### src/rtl/timer_pkg.sv
// rtl/timer_pkg.sv - shared register offsets, TCON bit indices and interrupt FSM encoding
package timer_pkg;

    localparam logic [31:0] TH_OFS   = 32'd0;
    localparam logic [31:0] TL_OFS   = 32'd4;
    localparam logic [31:0] TCON_OFS = 32'd8;
    localparam logic [31:0] OVR_OFS  = 32'd12;

    localparam int EN_BIT     = 0;
    localparam int IE_BIT     = 1;
    localparam int STATUS_BIT = 2;

    typedef enum logic [1:0] {
        IDLE    = 2'd0,
        PENDING = 2'd1,
        SERVICE = 2'd2
    } irq_state_t;

endpackage

### src/rtl/timer_ctrl_if.sv
// rtl/timer_ctrl_if.sv - CPU register bus between the processor and timer_ctrl
interface timer_ctrl_if;
    logic [31:0] addr;
    logic        wr_en;
    logic        rd_en;
    logic [31:0] wdata;
    logic [31:0] rdata;

    modport master (output addr, output wr_en, output rd_en, output wdata, input rdata);
    modport slave  (input addr, input wr_en, input rd_en, input wdata, output rdata);
endinterface

### src/rtl/timer_irq_fsm.sv
// rtl/timer_irq_fsm.sv - expiry edge detect, interrupt FSM, replay flag and saturating overrun count
module timer_irq_fsm
    import timer_pkg::*;
#(
    parameter int OVR_W = 8
) (
    input  logic             clk,
    input  logic             reset,
    input  logic             timer_state,
    input  logic             ie,
    input  logic             status_clr,
    input  logic             ovr_clr,
    input  logic             irq_ack,
    input  logic             eret,
    output logic             rise,
    output logic             irq,
    output logic [OVR_W-1:0] ovr
);

    irq_state_t       state, state_n;
    logic             state_d;
    logic             replay, replay_n;
    logic             ovr_inc;
    logic [OVR_W-1:0] ovr_n;

    always_ff @(posedge clk) begin
        if (reset) begin
            state   <= IDLE;
            state_d <= 1'b1;
            replay  <= 1'b0;
            ovr     <= '0;
        end else begin
            state   <= state_n;
            state_d <= timer_state;
            replay  <= replay_n;
            ovr     <= ovr_n;
        end
    end

    // state_d resets high so the counter's idle-high level never looks like an expiry
    assign rise = timer_state & ~state_d & ie;
    assign irq  = (state == PENDING);

    always_comb begin
        state_n  = state;
        replay_n = replay;
        ovr_inc  = 1'b0;
        case (state)
            IDLE: begin
                if (rise) state_n = PENDING;
            end
            PENDING: begin
                if (irq_ack)                 state_n = SERVICE;
                else if (status_clr && !rise) state_n = IDLE;
            end
            SERVICE: begin
                if (rise) begin
                    ovr_inc  = 1'b1;
                    replay_n = 1'b1;
                end
                if (eret) begin
                    state_n  = (replay || rise) ? PENDING : IDLE;
                    replay_n = 1'b0;
                end
            end
            default: state_n = IDLE;
        endcase
    end

    always_comb begin
        ovr_n = ovr;
        if (ovr_clr)
            ovr_n = ovr_inc ? {{(OVR_W-1){1'b0}}, 1'b1} : '0;
        else if (ovr_inc && (ovr != {OVR_W{1'b1}}))
            ovr_n = ovr + 1'b1;
    end

endmodule

### src/rtl/timer_ctrl.sv
// rtl/timer_ctrl.sv - memory-mapped timer control registers, TL readback and interrupt request
module timer_ctrl
    import timer_pkg::*;
#(
    parameter logic [31:0] BASE        = 32'h4000_0000,
    parameter int          AUTO_RELOAD = 1,
    parameter int          OVR_W       = 8
) (
    input  logic          clk,
    input  logic          reset,
    timer_ctrl_if.slave   bus,
    output logic [31:0]   TH,
    output logic [1:0]    timer_CON,
    input  logic [31:0]   TL,
    input  logic          timer_State,
    output logic          irq,
    input  logic          irq_ack,
    input  logic          eret
);

    logic [31:0]      th_q;
    logic             en, ie, status, reload_pulse;
    logic [31:0]      ofs;
    logic             sel_th, sel_tl, sel_tcon, sel_ovr;
    logic             status_clr, ovr_clr, rise;
    logic [OVR_W-1:0] ovr;

    assign ofs      = bus.addr - BASE;
    assign sel_th   = (ofs == TH_OFS);
    assign sel_tl   = (ofs == TL_OFS);
    assign sel_tcon = (ofs == TCON_OFS);
    assign sel_ovr  = (ofs == OVR_OFS);

    assign status_clr = bus.wr_en && sel_tcon && bus.wdata[STATUS_BIT];
    assign ovr_clr    = bus.wr_en && sel_ovr;

    always_ff @(posedge clk) begin
        if (reset) begin
            th_q         <= '0;
            en           <= 1'b0;
            ie           <= 1'b0;
            status       <= 1'b0;
            reload_pulse <= 1'b0;
        end else begin
            if (bus.wr_en && sel_th) th_q <= bus.wdata;
            if (bus.wr_en && sel_tcon) begin
                en <= bus.wdata[EN_BIT];
                ie <= bus.wdata[IE_BIT];
            end
            // a fresh expiry beats a simultaneous software clear
            if (rise)            status <= 1'b1;
            else if (status_clr) status <= 1'b0;
            reload_pulse <= rise && en && (AUTO_RELOAD != 0);
        end
    end

    timer_irq_fsm #(.OVR_W(OVR_W)) u_irq_fsm (
        .clk         (clk),
        .reset       (reset),
        .timer_state (timer_State),
        .ie          (ie),
        .status_clr  (status_clr),
        .ovr_clr     (ovr_clr),
        .irq_ack     (irq_ack),
        .eret        (eret),
        .rise        (rise),
        .irq         (irq),
        .ovr         (ovr)
    );

    assign TH        = th_q;
    assign timer_CON = {ie, en & ~reload_pulse};

    always_comb begin
        bus.rdata = '0;
        if (bus.rd_en) begin
            if (sel_th)        bus.rdata = th_q;
            else if (sel_tl)   bus.rdata = TL;
            else if (sel_tcon) bus.rdata = {29'd0, status, ie, en};
            else if (sel_ovr)  bus.rdata = 32'(ovr);
        end
    end

endmodule

### src/flat_wrapper.sv
// flat-port wrapper written by rule: the top's interface ports become plain ports
module timer_ctrl_flat import timer_pkg::*;
#(
    parameter logic [31:0] BASE        = 32'h4000_0000,
    parameter int          AUTO_RELOAD = 1,
    parameter int          OVR_W       = 8
)
  (clk, reset, TH, timer_CON, TL, timer_State, irq, irq_ack, eret, bus_addr, bus_wr_en, bus_rd_en, bus_wdata, bus_rdata);
  timer_ctrl_if bus_i ();
  input  logic clk;
  input  logic reset;
  output logic [31:0] TH;
  output logic [1:0] timer_CON;
  input  logic [31:0] TL;
  input  logic timer_State;
  output logic irq;
  input  logic irq_ack;
  input  logic eret;
  input wire logic [$bits(bus_i.addr)-1:0] bus_addr;
  input wire logic [$bits(bus_i.wr_en)-1:0] bus_wr_en;
  input wire logic [$bits(bus_i.rd_en)-1:0] bus_rd_en;
  input wire logic [$bits(bus_i.wdata)-1:0] bus_wdata;
  output wire logic [$bits(bus_i.rdata)-1:0] bus_rdata;
  assign bus_i.addr = bus_addr;
  assign bus_i.wr_en = bus_wr_en;
  assign bus_i.rd_en = bus_rd_en;
  assign bus_i.wdata = bus_wdata;
  assign bus_rdata = bus_i.rdata;
  timer_ctrl #(.BASE(BASE), .AUTO_RELOAD(AUTO_RELOAD), .OVR_W(OVR_W)) u_core (.clk(clk), .reset(reset), .bus(bus_i), .TH(TH), .timer_CON(timer_CON), .TL(TL), .timer_State(timer_State), .irq(irq), .irq_ack(irq_ack), .eret(eret));
endmodule
### config.mk
export PLATFORM = sky130hd
export DESIGN_NAME = timer_ctrl_flat
export DESIGN_NICKNAME = d
export VERILOG_FILES = /design/src/rtl/timer_pkg.sv /design/src/rtl/timer_ctrl_if.sv /design/src/rtl/timer_irq_fsm.sv /design/src/rtl/timer_ctrl.sv /design/src/flat_wrapper.sv
export SDC_FILE = /design/constraint.sdc
export NUM_CORES = 1
export LEC_CHECK = 0
export CORE_ASPECT_RATIO = 1.5
export CORE_UTILIZATION = 37
export CTS_CLUSTER_SIZE = 8
export DETAILED_ROUTE_END_ITERATION = 6
export PLACE_DENSITY = 0.9
export SLEW_MARGIN = 20
export SYNTH_ARGS = -nofsm -noshare
export SYNTH_HDL_FRONTEND = slang
export SYNTH_SLANG_ARGS = --single-unit
### constraint.sdc
create_clock -name clk -period 2.71 [get_ports clk]
set_input_delay 0.542 -clock clk [delete_from_list [all_inputs] [get_ports clk]]
set_output_delay 0.542 -clock clk [all_outputs]
set_load 0.05 [all_outputs]
* Word-level counts from Yosys, hierarchy flattened
Cells that the tools add are included.
** Word-level totals
- Word-level logic and storage cells :: 61
- Bits in registers :: 48
- Input bits :: 103
- Output and inout bits :: 67
** Cells by class
- Bitwise operators :: 5
- Eq/ne operators :: 9
- Reduce and logical (&&, ||, !) cells :: 16
- Add/sub/neg operators :: 2
- Mux-type cells :: 20
** Operators by type and width (count)
- $mux W32 :: 4
- $eq A32 B4 Y1 const B :: 2
- $eq A32 B3 Y1 const B :: 1
- $logic_not A32 Y1 :: 1
- $sub A32 B31 Y32 const B :: 1
- $mux W8 :: 3
- $add A8 B1 Y8 const B :: 1
- $mux W1 :: 8
- $mux W2 :: 4
- $ne A8 B8 Y1 const B :: 1
- $logic_and A1 B1 Y1 :: 7
- $pmux W2 S3 :: 1
- $reduce_bool A2 Y1 :: 3
- $and A1 B1 Y1 :: 3
- $ne A3 B1 Y1 const B :: 1
- $reduce_and A3 Y1 :: 1
- $eq A2 B1 Y1 const B :: 1
- $eq A2 B2 Y1 const B :: 1
- $logic_not A2 Y1 :: 1
- $ne A2 B1 Y1 const B :: 1
- $ne A2 B2 Y1 const B :: 1
- $not A1 Y1 :: 2
- $reduce_and A2 Y1 :: 1
- $logic_not A1 Y1 :: 1
- $logic_or A1 B1 Y1 :: 1

* Logic depth before layout (Yosys ltp)
Gate-level depths: netlist of the first run.
- Depth after elaboration :: 8
- Gate-level depth with buffers :: 8

* Hierarchy
From an unflattened synthesis of the first run, not the netlist that was laid out.
** Unflattened totals
- Cells, all modules :: 361
- Area total of the unflattened synthesis :: 2916.5 um^2
** Modules (own cells, without submodules)
- timer_ctrl :: times used 1, area each 2275.9 um^2, cells an instance 285
- timer_irq_fsm :: times used 1, area each 640.6 um^2, cells an instance 76

* Least setup slack after synthesis of the first run
Ideal clock, no wire load.
- Kind :: in2out
- Start point :: input bus_addr[8]
- End point :: output bus_rdata[21]
- Data required time :: 2.168 ns
- Arrival :: 2.572 ns
- Setup slack :: -0.404 ns
- Cell stages on the path :: 8
- Path through :: nor4_2 nand4_1 or3_1 buf_6 or2_1 buf_6 buf_6 nor2_1
** On the way
- Longest elaborated chain between the ends :: 5
- Elaborated cells between the ends (all ways) :: 6
** Ends and longest elaborated chain
- from (decl) :: line flat_wrapper.sv:19 : input wire logic [$bits(bus_i.addr)-1:0] bus_addr;
- $sub A32 B31 Y32 (*) :: line timer_ctrl.sv:28 : assign ofs = bus.addr - BASE;
- $eq A32 B3 Y1 :: line timer_ctrl.sv:30 : assign sel_tl = (ofs == TL_OFS);
- $mux W32 :: line timer_ctrl.sv:78 : else if (sel_tl) bus.rdata = TL;
- $mux W32 (*) :: line timer_ctrl.sv:77 : if (sel_th) bus.rdata = th_q;
- $mux W32 (*) :: line timer_ctrl.sv:76 : if (bus.rd_en) begin
- to (decl) :: line flat_wrapper.sv:23 : output wire logic [$bits(bus_i.rdata)-1:0] bus_rdata;
Mark *: on every way between the ends. The rest lies on a longest branch, timed or not.

* Final worst setup path of the first run
- Start point :: input bus_addr[8]
- End point :: output bus_rdata[17]
The elaborated chain is that of the path after synthesis.

==> results.json, run 1 <==
{
  "clock_skew_ps": 7.70,
  "synthToLayoutAreaGrowth_pct": 97.6,
  "total_power_w": 0.00140,
  "outcome": "complete, but fails checks",
  "place_congestion": 0.816,
  "antenna_found_initial": 0,
  "yosys_register_bits": 48,
  "pre_cts_ws_ps": -520,
  "syn-instance-count": 289,
  "violations": "negative setup slack",
  "slew_headroom": 0.650,
  "synth_edf_count": 0,
  "grt_pass1_wl_mm": 14.9,
  "postRouteAntennaNets": 0,
  "grt_usage": 0.253,
  "worst-path-max-fanout": 8,
  "drt-initial-drc-count": 107,
  "clkTransAtPathRegs_ps": 90,
  "reg2reg_from": "u_core.u_irq_fsm.state[1]$_SDFFE_PP0P_",
  "crit_arrival_ps": 2250,
  "end_kind": "output port",
  "critPathLaunchType": "input port",
  "worst-r2r-setup-slack_ps": 1030,
  "clockBufferDepth": 2,
  "cap_viol_max_count": 0,
  "die_y_um": 106,
  "synth_ff_type": "dfxtp_1",
  "synth_top_area_share": 0.359,
  "dieArea_um2": 7590,
  "setup_viol": 25,
  "layout_setup_ws_ps": -82.7,
  "timing.rr.end": "u_core.u_irq_fsm.ovr[5]$_SDFFE_PP0P_",
  "firstDrtPassIters": 4,
  "worstSkewPairLatency_ps": 290,
  "cts-buffers-inserted": 5,
  "vdd_drop_max_mv": 0.236,
  "final-hold-violation-count": 0,
  "tightest_slew_ps": 524,
  "powerDensity_nw_per_um2": 265,
  "synth_cell_types": 43,
  "vias_per_cell": 5.28,
  "grt_pass1_vias": 3124,
  "pin_count": 170,
  "rows": 37,
  "ys_warn_count": 0,
  "p_leak_nw": 1.98,
  "synthesis.area_um2": 2680,
  "synthArstFlopShare": 0,
  "gr-total-overflow": 0,
  "wl_mm": 10.0,
  "drc": 0,
  "netlist_top_cells_area": "dfxtp_1 36%, mux2i_1 24%, nor2_1 9.9%",
  "antenna_cells": 0,
  "min_delay_path_depth": 1,
  "dr_total_vias": 3001,
  "htreeDepth": 2,
  "final_cell_mix": "105 x clkdlybuf4s50_1, 62 x mux2i_1, 58 x nor2_1",
  "core_area_um2": 6940,
  "cts_tree": "yes",
  "port_buffers": 169,
  "critical_path_class": "input port to output port",
  "crit_required_ps": 2170,
  "worstHoldStart": "u_core.en$_SDFFE_PP0P_",
  "r2r_cells": 5,
  "grt_max_degree": 31,
  "dp_hpwl_mm": 6.84,
  "cts_sinks": 48,
  "max_freq_mhz": 358,
  "synth_top_area_cell": "dfxtp_1",
  "synth_nets": 393,
  "post_drt_wl_per_cell_um": 17.6,
  "period_minus_slack_ps": 2790,
  "period_share": 1.03,
  "seq_area_frac_synth": 0.359,
  "finalMaxSlewViolations": 0,
  "drive_above_1_share": 0.304,
  "nNetsFinal": 593,
  "mostFrequentLayoutCell": "clkdlybuf4s50_1",
  "rsz0062_at_grt": "true",
  "die_width_um": 71.5,
  "initial_core_util": 0.386,
  "clock-root-buffer": "clkbuf_8",
  "holdPathEnd": "u_core.reload_pulse$_SDFF_PP0_",
  "hold_class": "flip-flop to flip-flop",
  "syn_area_per_cell_um2": 9.27
}
==> metrics by stage <==
stage               instance area [um^2]  setup TNS, ps  utilization  hold slack, ps  std cells
detailed placement                  4950         -13190        0.713             497        530
finish                              5300          -1770        0.763             511        568
global route                        5300          -4190        0.763             540        568
floorplan                           2860           -231            -             473        289
global placement                    4950         -11400        0.713             485        530
CTS                                 5280          -1080        0.760             510        568
==> cell usage after synthesis (all sizes together) (4+ instances only) <==
library cell   n
a21oi          8
buf           12
clkbuf         8
dfxtp         48
mux2i         63
nand2          6
nand3          5
nand4          4
nor2          82
nor4          10
xnor2          6
==> worst max-delay path, stage by stage <==
cell and delay [ps]:
clkdlybuf4s15_1 210, nor4_4 230, nand4_1 150, or3_4 390, or2_4 290, buf_16 180, nor2_4 110, buf_12 140
==> kinds of logic (layout without fill, tap and decap cells) <==
kind of cell,after synthesis,after routing,synth area share
flops,48,48,0.359
simple gates,125,125,0.250
xor+xnor,6,6,0.0196
buf+inv,23,224,0.0570
fa+ha+maj,1,1,0.00467
compound gates,20,20,0.0500
mux,66,66,0.261
==> worst max-delay path by stage <==
stage                 startpoint            end  slack [ps]  cells past startpoint
floorplan            bus_addr[8]  bus_rdata[10]         -20                      7
global placement     bus_addr[8]   bus_rdata[8]        -450                      8
detailed placement   bus_addr[8]  bus_rdata[10]        -520                      8
CTS                 bus_addr[13]  bus_rdata[12]         -70                      8
global route         bus_addr[8]  bus_rdata[12]        -180                      8
finish               bus_addr[8]  bus_rdata[17]         -80                      8
==> state kept, by name, indices dropped and copies added, names as in the netlist <==
signal                    flops
u_core.TH                    32
u_core.status                 1
u_core.en                     1
u_core.u_irq_fsm.ovr          8
u_core.ie                     1
u_core.u_irq_fsm.replay       1
u_core.u_irq_fsm.state        2
u_core.u_irq_fsm.state_d      1
u_core.reload_pulse           1
==> per-layer routing <==
| layer | share of wire | track usage |
|---|---|---|
| met5 | 0 | 0 |
| met4 | 0.031 | 0.106 |
| met3 | 0.059 | 0.0464 |
| met1 | 0.34 | 0.240 |
| met2 | 0.57 | 0.512 |
==> layout make-up <==
cell class              instances  area (um^2)
repair buffers                213         2340
multi-input cells             218         1790
fillers                       448         1650
flip-flops and latches         48          961
well taps                      78         97.6
clock buffers                   8         90.1
inverters                       3         11.3
==> report_power, final <==
group,internal (W),total (W),switching [W]
clock network,0.000209,0.000439,0.000230
registers,0.000705,0.000705,0.000000212
logic,0.000161,0.000258,0.0000969
total,0.00108,0.00140,0.000327
==> timing repair <==
item,CTS,global route
pin swaps,21,16
resized for setup,102,22
endpoints found under the setup margin,32,76
buffers inserted,29,6
cloned,1,2
hold buffers,0,0
No activity file was read; power rests on OpenSTA's default activity.
==> inputs of run 2 (changes only) <==
--- a/config.mk
+++ b/config.mk
@@ -9,8 +9,9 @@
 export CORE_UTILIZATION = 37
 export CTS_CLUSTER_SIZE = 8
 export DETAILED_ROUTE_END_ITERATION = 6
-export PLACE_DENSITY = 0.9
-export SLEW_MARGIN = 20
+export HOLD_SLACK_MARGIN = 0.08
+export PLACE_DENSITY = 0.92
+export SLEW_MARGIN = 10
 export SYNTH_ARGS = -nofsm -noshare
 export SYNTH_HDL_FRONTEND = slang
 export SYNTH_SLANG_ARGS = --single-unit
==> run 2 against run 1 <==
Net effect:
- the run still ends with negative setup slack left
- non-clock buffer count down 9
- worst hold slack better by 7.8 ps
- die area unchanged
- clock skew down 6.2 ps
- via count down 1.4%
- fmax down 0.67%
- register-to-register slack about the same
- critical path depth unchanged
- first-iteration DRC count up 42%
- combinational power about the same
- worst setup slack worse by 19 ps
- global-route usage up 0.97 points
- highest routed layer unchanged
==> results.json, run 2 (synthesis gave the netlist of run 1 again) <==
{
  "outcome": "complete, but fails checks",
  "violations": "negative setup slack",
  "r2r_cells": 5,
  "rsz0062_at_grt": "true",
  "final-hold-violation-count": 0,
  "cp_common_cell": "buf_12",
  "cap_viol_max_count": 0,
  "cts_sinks": 48,
  "fin_tns_setup_ps": -1510,
  "regArea_um2": 961,
  "fin_util": 0.766,
  "dieArea_um2": 7590,
  "vias_per_cell": 5.29,
  "min_delay_path_depth": 2,
  "grt_pass1_vias": 3186,
  "period_minus_slack_ps": 2810,
  "nNetsFinal": 584,
  "placed_area_um2": 4930,
  "wl_mm": 10.3,
  "cts_tree": "yes",
  "slew_headroom": 0.585,
  "layout_setup_ws_ps": -102,
  "hold_slack_ps": 519,
  "critical_path_class": "input port to output port",
  "place_congestion": 0.815,
  "clock-root-buffer": "clkbuf_8",
  "htreeDepth": 2,
  "crit_chain": "buf_2, nor4_4, nand4_1, or3_4, or2_4, buf_12, nor2_4, buf_12",
  "drive_above_1_share": 0.291,
  "antenna_found_initial": 0,
  "timing.rr.end": "u_core.u_irq_fsm.ovr[5]$_SDFFE_PP0P_",
  "max_freq_mhz": 356,
  "clkTransAtPathRegs_ps": 90,
  "p_leak_nw": 1.96,
  "worst-path-max-fanout": 5,
  "slowest_delay_ps": 410,
  "hold_buffers": 0,
  "synthToLayoutAreaGrowth_pct": 98.5,
  "powerDensity_nw_per_um2": 279,
  "die_width_um": 71.5,
  "final_cell_mix": "106 x clkdlybuf4s50_1, 62 x mux2i_1, 58 x nor2_1",
  "pre_cts_ws_ps": -569,
  "reg2reg_from": "u_core.u_irq_fsm.state[1]$_SDFFE_PP0P_",
  "pin_count": 170,
  "tightest_slew_ps": 620,
  "cts-buffers-inserted": 5,
  "initial_core_util": 0.386,
  "critPathSlowestCell": "or3_4",
  "worstHoldStart": "u_core.u_irq_fsm.replay$_SDFFE_PP0P_",
  "rows": 37,
  "multiInputGateArea_um2": 1800,
  "nFillCells": 448,
  "gr-total-overflow": 0,
  "vdd_drop_max_mv": 0.255,
  "hold_class": "flip-flop to flip-flop",
  "critPathLaunchType": "input port",
  "grt_usage": 0.263,
  "worst-r2r-setup-slack_ps": 1040,
  "dr_total_vias": 2958,
  "grt_pass1_wl_mm": 15.5,
  "core_area_um2": 6940,
  "dp_hpwl_mm": 7.23,
  "fin_area_um2": 5320,
  "drt-initial-drc-count": 152,
  "postRouteAntennaNets": 0,
  "worstSkewPairLatency_ps": 300,
  "clock_skew_ps": 1.49,
  "holdPathEnd": "u_core.u_irq_fsm.replay$_SDFFE_PP0P_",
  "die_y_um": 106,
  "port_buffers": 169,
  "crit_required_ps": 2170,
  "mostFrequentLayoutCell": "clkdlybuf4s50_1",
  "period_share": 1.04,
  "setup_viol": 24,
  "finalMaxSlewViolations": 0,
  "drc": 0,
  "clockBufferDepth": 2,
  "firstDrtPassIters": 6,
  "post_drt_wl_per_cell_um": 18.5,
  "largest_register_ffs": 32,
  "grt_max_degree": 31,
  "crit_arrival_ps": 2270,
  "antenna_cells": 0,
  "end_kind": "output port"
}
## run 2: cell type report
cell class / instances / area share
clock buffers: 5 / 0.0129
clock inverters: 3 / 0.00800
inverters: 3 / 0.00212
multi-input cells: 218 / 0.338
flip-flops and latches: 48 / 0.181
well taps: 78 / 0.0183
repair buffers: 204 / 0.440
## run 2: timing repair
| action | 4_1_cts | 5_1_grt |
|---|---|---|
| pin swaps | 21 | 19 |
| gates cloned | 2 | 3 |
| gates resized for setup | 107 | 25 |
| hold endpoints to repair | 0 | 0 |
| setup endpoints to repair | 32 | 67 |
| setup buffers | 21 | 6 |
## run 2: how the worst max path moves through the flow
stage	startpoint	end	slack (ps)
finish	bus_addr[11]	bus_rdata[9]	-100
global route	bus_addr[20]	bus_rdata[9]	-180
CTS	bus_addr[1]	bus_rdata[22]	-130
detailed placement	bus_addr[17]	bus_rdata[31]	-570
global placement	bus_addr[8]	bus_rdata[10]	-470
floorplan	bus_addr[8]	bus_rdata[10]	-20
## run 2: worst max-delay path: cells and delay by family
family | cells | cell delay [ps]
buffers and inverters | 3 | 430
and+or+nand+nor | 5 | 1280
## run 2: routing by layer
layer  track usage  vias to the layer above  part of all wire
met3        0.0455                       33             0.059
met5             0                        -                 0
li1              -                     1387                 -
met4         0.104                        0             0.032
met2         0.534                      151              0.58
met1         0.252                     1387              0.33
## run 2: per-stage QoR
| stage | std cells | power [W] |
|---|---|---|
| after floorplan | 289 | 0.000795 |
| after global placement | 527 | 0.000965 |
| after detailed placement | 527 | 0.000970 |
| after CTS | 558 | 0.00148 |
| after global routing | 559 | 0.00153 |
| final | 559 | 0.00148 |
## run 2: power breakdown
part	internal (W)	leakage, nW	switching [W]
Sequential	0.000705	0.387	0.000000339
Combinational	0.000162	1.52	0.0000950
Clock	0.000273	0.0541	0.000248
Total	0.00114	1.96	0.000344
==> inputs of run 3 (changes only) <==
--- a/config.mk
+++ b/config.mk
@@ -6,11 +6,11 @@
 export NUM_CORES = 1
 export LEC_CHECK = 0
 export CORE_ASPECT_RATIO = 1.5
-export CORE_UTILIZATION = 37
+export CORE_UTILIZATION = 33
 export CTS_CLUSTER_SIZE = 8
 export DETAILED_ROUTE_END_ITERATION = 6
 export HOLD_SLACK_MARGIN = 0.08
-export PLACE_DENSITY = 0.92
+export PLACE_DENSITY = 0.88
 export SLEW_MARGIN = 10
 export SYNTH_ARGS = -nofsm -noshare
 export SYNTH_HDL_FRONTEND = slang
==> constraint.sdc (replaced) <==
create_clock -name clk -period 2.5 [get_ports clk]
set_input_delay 0.5 -clock clk [delete_from_list [all_inputs] [get_ports clk]]
set_output_delay 0.5 -clock clk [all_outputs]
set_load 0.05 [all_outputs]
==> run 3 against run 2 <==
Net effect:
- the run still ends with negative setup slack left
- wire length shrank 8.1%
- first-iteration DRC count fell by 47%
- sequential share of layout area down 0.27 points
- total power increased by 21%
- cell area rose by 1.5%
- clock skew is 1.7 ps higher
- register-to-register slack worse by 140 ps
- via count decreased by 2.9%
- critical path depth stayed put
- non-clock buffer count down 7
- critical path type unchanged
- highest routed layer unchanged
==> results.json, run 3 (synthesis gave the netlist of run 1 again) <==
{
  "wl_mm": 9.49,
  "clockBufferDepth": 2,
  "vdd_drop_max_mv": 0.331,
  "outcome": "complete, but fails checks",
  "crit_arrival_ps": 2200,
  "vias_per_cell": 4.99,
  "htreeDepth": 2,
  "clock_skew_ps": 3.15,
  "tightest_slew_ps": 553,
  "largest_register_ffs": 32,
  "firstDrtPassIters": 4,
  "cts_tree": "yes",
  "clock-root-buffer": "clkbuf_16",
  "critPathSlowestCell": "or3_4",
  "cap_viol_max_count": 0,
  "hold_buffers": 0,
  "antenna_found_initial": 0,
  "final-hold-violation-count": 0,
  "switching_share": 0.216,
  "grt_max_degree": 27,
  "antenna_cells": 0,
  "postRouteAntennaNets": 0,
  "crit_chain": "buf_6, nor4_4, nand3_1, or3_4, or2_4, buf_16, nor2_4, buf_12",
  "port_buffers": 169,
  "period_minus_slack_ps": 2700,
  "finalNonFillerCells": 576,
  "cts_sinks": 48,
  "grt_pass1_vias": 3048,
  "worst-path-max-fanout": 5,
  "dp_hpwl_mm": 7.17,
  "rsz0062_at_grt": "true",
  "hold_slack_ps": 516,
  "initial_core_util": 0.345,
  "grt_pass1_wl_mm": 14.2,
  "pin_count": 170,
  "dieArea_um2": 8490,
  "slowest_delay_ps": 400,
  "p_leak_nw": 1.95,
  "power_frac_seq": 0.426,
  "die_width_um": 75.6,
  "slew_headroom": 0.630,
  "setup_viol": 24,
  "fin_util": 0.696,
  "intPower_w": 0.00141,
  "pre_cts_ws_ps": -615,
  "place_congestion": 0.786,
  "gr-total-overflow": 0,
  "grt_usage": 0.218,
  "critPathTopFamily": "simple AND/OR/NAND/NOR gates",
  "dp.cells": 552,
  "power_frac_comb": 0.150,
  "end_kind": "output port",
  "finalMaxSlewViolations": 0,
  "hold_class": "flip-flop to flip-flop",
  "violations": "negative setup slack",
  "crit_required_ps": 2000,
  "final_cell_mix": "105 x clkdlybuf4s50_1, 62 x mux2i_1, 53 x nor2_1",
  "dr_total_vias": 2872,
  "drive_above_1_share": 0.295,
  "layout_setup_ws_ps": -205,
  "max_freq_mhz": 370,
  "core_area_um2": 7760,
  "drc": 0,
  "nNetsFinal": 577,
  "clkTransAtPathRegs_ps": 70,
  "worst-path-buf-inv": 3,
  "period_share": 1.08,
  "critical_path_class": "input port to output port",
  "mostFrequentLayoutCell": "clkdlybuf4s50_1",
  "drt-initial-drc-count": 81,
  "netSwitchingPower_w": 0.000388,
  "synthToLayoutAreaGrowth_pct": 101,
  "rows": 39,
  "critPathLaunchType": "input port",
  "worstSkewPairLatency_ps": 280,
  "die_y_um": 112,
  "powerDensity_nw_per_um2": 333,
  "clkPwrFrac": 0.425,
  "post_drt_wl_per_cell_um": 16.5,
  "cts-buffers-inserted": 5
}
==> run 3: cell count changes in the layout (fill, tap and decap cells not counted), sizes merged <==
cell | previous run | this run
buf | 85 | 76
clkdlybuf4s15 | 5 | 7
clkdlybuf4s50 | 106 | 105
clkinv | 1 | 0
dlygate4sd2 | 2 | 3
inv | 3 | 4
==> run 3: worst reg2reg max path, cell delays in order (launching register included) <==
cell and delay [ps]:
dfxtp_1 360, nor2b_1 330, nand2_1 180, nor4_1 390, xnor2_1 170, nor2_1 60
==> run 3: final timing paths <==
path                            cells after the start                                   start                                   end  slack (ps)
worst max register to register                      5  u_core.u_irq_fsm.state[1]$_SDFFE_PP0P_  u_core.u_irq_fsm.ovr[5]$_SDFFE_PP0P_         900
worst min register to register                      1                  u_core.en$_SDFFE_PP0P_        u_core.reload_pulse$_SDFF_PP0_         520
worst max-delay path                                8                            bus_addr[20]                         bus_rdata[11]        -200
worst min-delay path                                1                  u_core.en$_SDFFE_PP0P_        u_core.reload_pulse$_SDFF_PP0_         520
==> run 3: routing by layer <==
layer,vias to the layer above,global-route usage,part of all wire
li1,1382,-,-
met1,1340,0.213,0.35
met2,129,0.427,0.58
met3,21,0.0404,0.055
met4,0,0.0790,0.020
met5,-,0,0
==> run 3: repair_timing <==
action                                  4_1_cts  5_1_grt
endpoints found under the setup margin       32       67
gates cloned                                  3        2
pin swaps                                    17       18
resized for setup                           108       19
buffers inserted                              9        6
==> run 3: per-stage QoR <==
step / area (um^2) / TNS (ps) / power, W
after floorplan: 2880 / -3040 / 0.000863
after global routing: 5400 / -5920 / 0.00186
after CTS: 5320 / -7740 / 0.00181
final: 5400 / -4270 / 0.00180
after global placement: 5000 / -17970 / 0.00105
after detailed placement: 5000 / -21370 / 0.00105
==> run 3: area by class of cell <==
cell class              instances  area [um^2]
fillers                       538         2360
repair buffers                197         2330
multi-input cells             218         1800
flip-flops and latches         48          961
well taps                     102          128
clock buffers                   5          125
clock inverters                 3         46.3
inverters                       3         11.3
==> run 3: power by group through the flow <==
stage	logic [W]	clock network (W)	registers, W
floorplan	0.0000805	0	0.000783
global placement	0.000265	0	0.000783
detailed placement	0.000271	0	0.000783
CTS	0.000270	0.000779	0.000765
global route	0.000284	0.000815	0.000765
finish	0.000269	0.000764	0.000766
